[src/rtl/redirect_ctrl.sv]
// Redirect sequencer between EXU (branch/trap) and IFU: flush, drain in-flight fetches, then hand the target PC to the IFU.
// Optional statistics counters are enabled with `define REDIRECT_STATS_EN.
module redirect_ctrl #(
    parameter int PC_W            = 64,
    parameter int MAX_OUTSTANDING = 4,
    parameter int CNT_W           = $clog2(MAX_OUTSTANDING + 1)
) (
    input  logic            clk,
    input  logic            rst_n,
    input  logic            bju_vld,
    input  logic            bju_taken,
    input  logic [PC_W-1:0] bju_pc,
    input  logic            trap_vld,
    input  logic [PC_W-1:0] trap_pc,
    input  logic            ifu_req_fire,
    input  logic            ifu_rsp_fire,
    input  logic            ifu_redirect_rdy,
    output logic            ifu_redirect_vld,
    output logic [PC_W-1:0] ifu_redirect_pc,
    output logic            flush,
    output logic            fetch_stall,
    output logic            discard_rsp,
    output logic            busy
`ifdef REDIRECT_STATS_EN
   ,output logic [31:0]     stat_redirects,
    output logic [31:0]     stat_drain_cycles,
    output logic [31:0]     stat_trap_overrides
`endif
);

    // state    | meaning
    // IDLE     | no redirect pending, fetch runs freely
    // DRAIN    | redirect accepted, waiting for in-flight responses (dropped)
    // REDIRECT | target PC offered to IFU until ifu_redirect_rdy
    typedef enum logic [1:0] {IDLE, DRAIN, REDIRECT} state_t;

    localparam logic [CNT_W-1:0] CNT_MAX = CNT_W'(MAX_OUTSTANDING);

    state_t            state;
    logic [CNT_W-1:0]  cnt;
    logic [CNT_W-1:0]  cnt_next;
    logic [PC_W-1:0]   pc_q;
    logic              accept;

    always_comb begin
        cnt_next = cnt;
        if (ifu_req_fire && !ifu_rsp_fire) begin
            if (cnt != CNT_MAX) cnt_next = cnt + CNT_W'(1);
        end else if (ifu_rsp_fire && !ifu_req_fire) begin
            if (cnt != '0) cnt_next = cnt - CNT_W'(1);
        end
    end

    assign accept = trap_vld || (bju_vld && bju_taken);

    always_ff @(posedge clk) begin
        if (!rst_n) begin
            state <= IDLE;
            cnt   <= '0;
            pc_q  <= '0;
            flush <= 1'b0;
        end else begin
            cnt   <= cnt_next;
            flush <= 1'b0;
            case (state)
                IDLE: begin
                    if (accept) begin
                        pc_q  <= trap_vld ? trap_pc : bju_pc;
                        flush <= 1'b1;
                        state <= (cnt_next != '0) ? DRAIN : REDIRECT;
                    end
                end
                DRAIN: begin
                    // branch results here are wrong-path; only a trap may retarget
                    if (trap_vld) begin
                        pc_q  <= trap_pc;
                        flush <= 1'b1;
                    end
                    if (cnt_next == '0) state <= REDIRECT;
                end
                REDIRECT: begin
                    // a trap coinciding with rdy lets the old PC go and re-offers the trap PC
                    if (trap_vld) begin
                        pc_q  <= trap_pc;
                        flush <= 1'b1;
                    end else if (ifu_redirect_rdy) begin
                        state <= IDLE;
                    end
                end
                default: state <= IDLE;
            endcase
        end
    end

    assign busy             = (state != IDLE);
    assign fetch_stall      = (state != IDLE) || (cnt == CNT_MAX);
    assign discard_rsp      = (state == DRAIN);
    assign ifu_redirect_vld = (state == REDIRECT);
    assign ifu_redirect_pc  = (state == REDIRECT) ? pc_q : '0;

`ifdef REDIRECT_STATS_EN
    always_ff @(posedge clk) begin
        if (!rst_n) begin
            stat_redirects      <= '0;
            stat_drain_cycles   <= '0;
            stat_trap_overrides <= '0;
        end else begin
            if (state == REDIRECT && ifu_redirect_rdy) stat_redirects <= stat_redirects + 32'd1;
            if (state == DRAIN) stat_drain_cycles <= stat_drain_cycles + 32'd1;
            if (trap_vld && state != IDLE) stat_trap_overrides <= stat_trap_overrides + 32'd1;
        end
    end
`endif

`ifndef SYNTHESIS
    always_ff @(posedge clk) begin
        if (rst_n) begin
            assert (!(ifu_rsp_fire && cnt == '0))
                else $error("fetch response with no outstanding request");
            assert (!(ifu_req_fire && fetch_stall))
                else $error("fetch request issued while stalled");
        end
    end
`endif

endmodule

[config.mk]
export PLATFORM = sky130hd
export DESIGN_NAME = redirect_ctrl
export DESIGN_NICKNAME = d
export VERILOG_FILES = /design/src/rtl/redirect_ctrl.sv
export SDC_FILE = /design/constraint.sdc
export NUM_CORES = 1
export LEC_CHECK = 0
export CORE_MARGIN = 2
export CORE_UTILIZATION = 39
export DETAILED_ROUTE_END_ITERATION = 10
export PLACE_DENSITY = 0.8
export SYNTH_ARGS = -nofsm -noshare
export SYNTH_HDL_FRONTEND = slang
export SYNTH_SLANG_ARGS = --single-unit
[constraint.sdc]
create_clock -name clk -period 2.25 [get_ports clk]
set_clock_uncertainty 0.2 [all_clocks]
set_input_delay 0.225 -clock clk [delete_from_list [all_inputs] [get_ports clk]]
set_output_delay 0.225 -clock clk [all_outputs]
set_load 0.05 [all_outputs]
# ---- Word level (Yosys, flattened, before mapping)
# Cells that the tools add are included.
dict set report totals {
  reg_bits 70
  inputBits 136
  output_inout_bits 69
  wordCells 49
}
dict set report classes {
  n_addsub 2
  eq_ne 9
  muxes 18
  reduce_logical 16
}
# cell n
set ops {}
lappend ops {{two-way mux 64 bit} 4}
lappend ops {{case mux 64 bit (2 select lines)} 1}
lappend ops {{two-way mux 3 bit} 4}
lappend ops {{two-way mux 2 bit} 5}
lappend ops {{inequality test 2 bit, second input constant} 3}
lappend ops {{case mux 2 bit (3 select lines)} 1}
lappend ops {{nonzero test 3 bit} 2}
lappend ops {{inequality test 2 x 1 -> 1 bit, second input constant} 2}
lappend ops {{AND reduction 4 bit} 1}
lappend ops {{nonzero test 2 bit} 2}
lappend ops {{adder 3 x 1 -> 3 bit, second input constant} 1}
lappend ops {{equality test 3 bit, second input constant} 1}
lappend ops {{logical AND 1 bit} 3}
lappend ops {{logical NOT 3 bit} 1}
lappend ops {{inequality test 3 bit, second input constant} 1}
lappend ops {{AND reduction 3 bit} 1}
lappend ops {{subtractor 3 x 1 -> 3 bit, second input constant} 1}
lappend ops {{equality test 2 x 1 -> 1 bit, second input constant} 1}
lappend ops {{equality test 2 bit, second input constant} 1}
lappend ops {{logical NOT 1 bit} 2}
lappend ops {{logical NOT 2 bit} 1}
lappend ops {{logical OR 1 bit} 2}
lappend ops {{two-way mux 1 bit} 2}
lappend ops {{case mux 1 bit (2 select lines)} 1}
lappend ops {{OR reduction 2 bit} 1}

# ---- Depth between registers and ports, before layout
dict set report logic_depth {
  word_depth 8
  ltp_mapped 8
  mapped_depth_nobuf 6
}

# ---- Worst setup path before layout
# No wires, ideal clock.
dict set report synth_path {
  path_kind {flip-flop to output port}
  startpoint {register state[0]}
  endpoint {output ifu_redirect_pc[10]}
  arrival_time_ps 1862
  required_ps 1825
  path_slack_ps -37
  path_stages_with_launch 6
  n_path_buf 2
  path_cell_list {dfxtp_1 > inv_1 > ha_1 > clkbuf_1 > clkbuf_1 > and2_1}
}
dict set report synth_between {
  elab_chain_len 2
}
# element line
set synth_lines {}
lappend synth_lines {{start: declaration} 39} ;# state_t state;
lappend synth_lines {{start signal: assignment} 70} ;# state <= (cnt_next != '0) ? DRAIN : REDIRECT;
lappend synth_lines {{equality test 2 bit} -}
lappend synth_lines {{net ifu_redirect_vld} 18} ;# output logic ifu_redirect_vld,
lappend synth_lines {{two-way mux 64 bit} 99} ;# assign ifu_redirect_pc = (state == REDIRECT) ? pc_q : '0;
lappend synth_lines {{end: declaration} 19} ;# output logic [PC_W-1:0] ifu_redirect_pc,
# The timed path passes the listed nets, and every way through them passes these cells.

# ---- Worst setup path after layout
dict set report layout_path {
  startpoint {register state[0]}
  endpoint {output ifu_redirect_pc[63]}
}
dict set report layout_between {
  elab_chain_len 2
}
# element line
set layout_lines {}
lappend layout_lines {{equality test 2 bit} 99}
lappend layout_lines {{two-way mux 64 bit} 99}
# Every way passes these cells.

==> summary.md <==
| Metric | Value |
|---|---|
| Cell Area, Placed | `6610 um^2` |
| Delay-heaviest family, CP | `buffers and inverters` |
| Yosys top cell area share | `between 30% and 40%` |
| DRT antenna net count | `0` |
| Synth Register Bits | `70` |
| Residual DRC | `0` |
| Synth area leaders | `dfxtp_1, a311oi_1, and2_1` |
| Final RePlAce weighted congestion | `~0.84` |
| Vias in the first global route | `~4,300` |
| Number of cells on the critical path | `5` |
| Core area | `9330 um^2` |
| Min-Delay Path Class | `input pin to flip-flop` |
| Sum of negative setup slack | `0 ps` |
| Asr flop ratio synth | `0%` |
| Setup Buffers After CTS | `0` |
| RSZ-0062 raised after global routing | `yes` |
| Largest family of logic cells by synthesized area | `simple AND/OR/NAND/NOR gates` |
| Post-synthesis mux area share | `less than 1%` |
| WS Path Type | `flip-flop to output port` |
| Post-Synth XOR/XNOR Area | `0.464%` |
| Top cells by count, synth | `dfxtp_1, nor2_1, nand2_1, o21ai_0` |
| Hold_buf cts | `0` |
| First-pass GRT wire length | `between 15,000 and 20,000 um` |
| CP most frequent cell | `buf_12` |
| Initial antenna violation count | `0` |
| P per Cell Area | `between 900 and 1000 nW/um^2` |
| Post-Layout Cell Count | `between 800 and 900` |
| Io pins | `slightly above 200` |
| Maximum vdd drop | `~0.65 mV` |
| Worst hold path depth | `3` |
| Syn nets | `~640` |
| CP bufs+invs | `3` |
| Skew-Pair Late Insertion Delay | `about 330 ps` |
| Slowest CP cell | `ha_2` |
| Area Growth Syn to Fin | `80.0%` |
| Synth Area in Compound Gates | `a little over a quarter` |
| Normalized max-slew margin | `approximately 45%` |
| Total CTS buffers | `9` |
| Global Route Usage Sum | `between 20% and 30%` |
| WP data arrival | `1750 ps` |
| Post-synthesis instance area | `roughly 3800 um^2` |
| WP data required | `~1800 ps` |
| Netlist cell types | `35` |
| Largest net degree at the start of global routing | `67` |
| Die Height | `slightly above 100 um` |
| CTS tree | `done` |
| Seq/Total Area, Yosys | `37.1%` |
| Status | `finished, final reports clean` |
| PortBufs | `roughly 200` |
| Proportion of layout cells with a drive suffix above 1 | `~15%` |
| Max Slew Vio Count | `0` |
| Dpl cells | `a little under 800` |
| Fmax | `~0.46 GHz` |
| Vias | `4,373` |
| Nets | `a little over 800` |
| Htree depth | `3` |
| CP startpoint kind | `flip-flop` |
| Post-synth EDFFs | `0` |
| Cell taking the most area after synthesis | `dfxtp_1` |
| Syn Inst Count | `496` |
| Adder-cell share of the synthesized area | `~2.3%` |
| Wirelength, routed | `12,800 um` |
| Hold Worst Slack | `97.9 ps` |
| Final hold violations | `0` |
| Finish-stage setup viols | `0` |
| Clock Tree Root | `clkbuf_8` |
| Crit path cell chain | `inv_1 > ha_2 > buf_12 > and2_1 > buf_12` |
| Row cnt | `35` |
| N_diodes | `0` |
| Synthesized area per cell | `approximately 7.6 um^2` |
| Clock buffer depth | `2` |
| Clk sink count | `70` |
| Die Wd | `~100 um` |
| Total gr overflow | `0` |
| Leak Pwr | `around 2.6 nW` |
| Tmin final | `2180 ps` |
| Post-Synth Simple-Gate Area | `26.8%` |
| MaxCap Viol Count | `0` |
| Design Area, Final | `6790 um^2` |
| CP Max Fanout | `28` |
| Starting DRT DRC Count | `between 100 and 150` |
| Dominant synthesized flop cell | `dfxtp_1` |
| CP max stage delay | `410 ps` |
| DR vias/cell | `5.43` |
| Clock-pin slew on the worst setup and hold paths | `around 70 ps` |
| Tightest Pin Transition | `818 ps` |
| Post-DP HPWL | `9350 um` |
| Crit end category | `output port` |
| Full die area | `about 10,000 um^2` |
| Crit share post-route | `a little over nine tenths` |
| Initial core utilization | `around two fifths` |
| DR pass1 iterations | `5` |
| FF-to-FF path depth | `7` |
| Ys Warns | `0` |
| Routed length per instance | `approximately 16 um` |
cell usage in the layout, fill, tap and decap left out, types with 2 or more instances in the layout:
cell type        count
and3b_1              2
clkbuf_8            12
nor2_1              70
clkdlybuf4s50_1    135
ha_1                 5
and2_1              65
buf_12              71
xnor2_1              2
nand2b_1             2
nor2b_1              2
dfxtp_1             70
a211oi_1             2
o21ai_0             68
inv_1                5
nand2_1             69
a311oi_1            64
buf_4                7
ha_2                 2
cell families after synthesis:
group | count (synthesis)
AND/OR/NAND/NOR | 216
AO/OA/AOI/OAI | 144
flip-flops | 70
buffers and inverters | 55
adder cells (fa/ha/maj) | 7
XOR/XNOR | 2
multiplexers | 2
flip-flops by register name, summed over array words and instances (netlist names):
| signal | cells |
|---|---|
| cnt | 3 |
| flush | 1 |
| pc_q | 64 |
| state | 2 |
area by class of cell:
class / count / area [um^2]
Clock buffer: 13 / 169
Clock inverter: 1 / 5.00
Fill cell: 689 / 2530
Inverter: 6 / 22.5
Multi-Input combinational cell: 371 / 2170
Sequential cell: 70 / 1400
Tap cell: 129 / 161
Timing Repair Buffer: 216 / 2870
layer usage:
metal / vias up / routed length, um / global-route usage, %
li1: 2100 / - / -
met1: 2087 / 5050 / 27.8
met2: 169 / 6620 / 43.4
met3: 17 / 932 / 4.51
met4: 0 / 186 / 7.59
met5: - / 0 / 0
final timing paths:
kind | start | slack [ps] | to
worst max-delay path | state[0]$_SDFFE_PN0P_ | 70 | ifu_redirect_pc[63]
worst min register to register | pc_q[58]$_SDFFE_PN0P_ | 290 | pc_q[58]$_SDFFE_PN0P_
worst min-delay path | trap_vld | 100 | flush$_SDFF_PN0_
worst max register to register | state[0]$_SDFFE_PN0P_ | 120 | pc_q[25]$_SDFFE_PN0P_
what timing repair did:
action,in CTS,in global routing
gates resized for setup,1,2
endpoints found under the setup margin,1,10
pin swaps,0,1
hold endpoints to repair,0,0
worst reg2reg max path: cells and delay by family, from the launching register on:
kind                       cells  cell delay [ps]
AOI/OAI and AO/OA              2              450
DFF                            1              380
and+or+nand+nor                2              350
buffers and inverters          2              340
adders and majority gates      1              320
per-stage QoR:
step | utilization [%] | power [mW] | setup slack (ps)
detailed placement | 70.8 | 5.85 | 116
global placement | 70.8 | 5.70 | 265
floorplan | - | 4.29 | 126
CTS | 72.7 | 6.76 | 65.2
global route | 72.8 | 7.21 | -34.2
finish | 72.8 | 6.76 | 73.9
power breakdown:
| part | leakage (nW) | total (mW) | internal (mW) | switching [mW] |
|---|---|---|---|---|
| Clock | 0.0914 | 0.922 | 0.478 | 0.444 |
| Sequential | 0.581 | 1.93 | 1.71 | 0.224 |
| Combinational | 1.92 | 3.90 | 1.63 | 2.28 |
| Total | 2.59 | 6.76 | 3.81 | 2.94 |
Note: power is estimated with default switching activity, not from simulation.
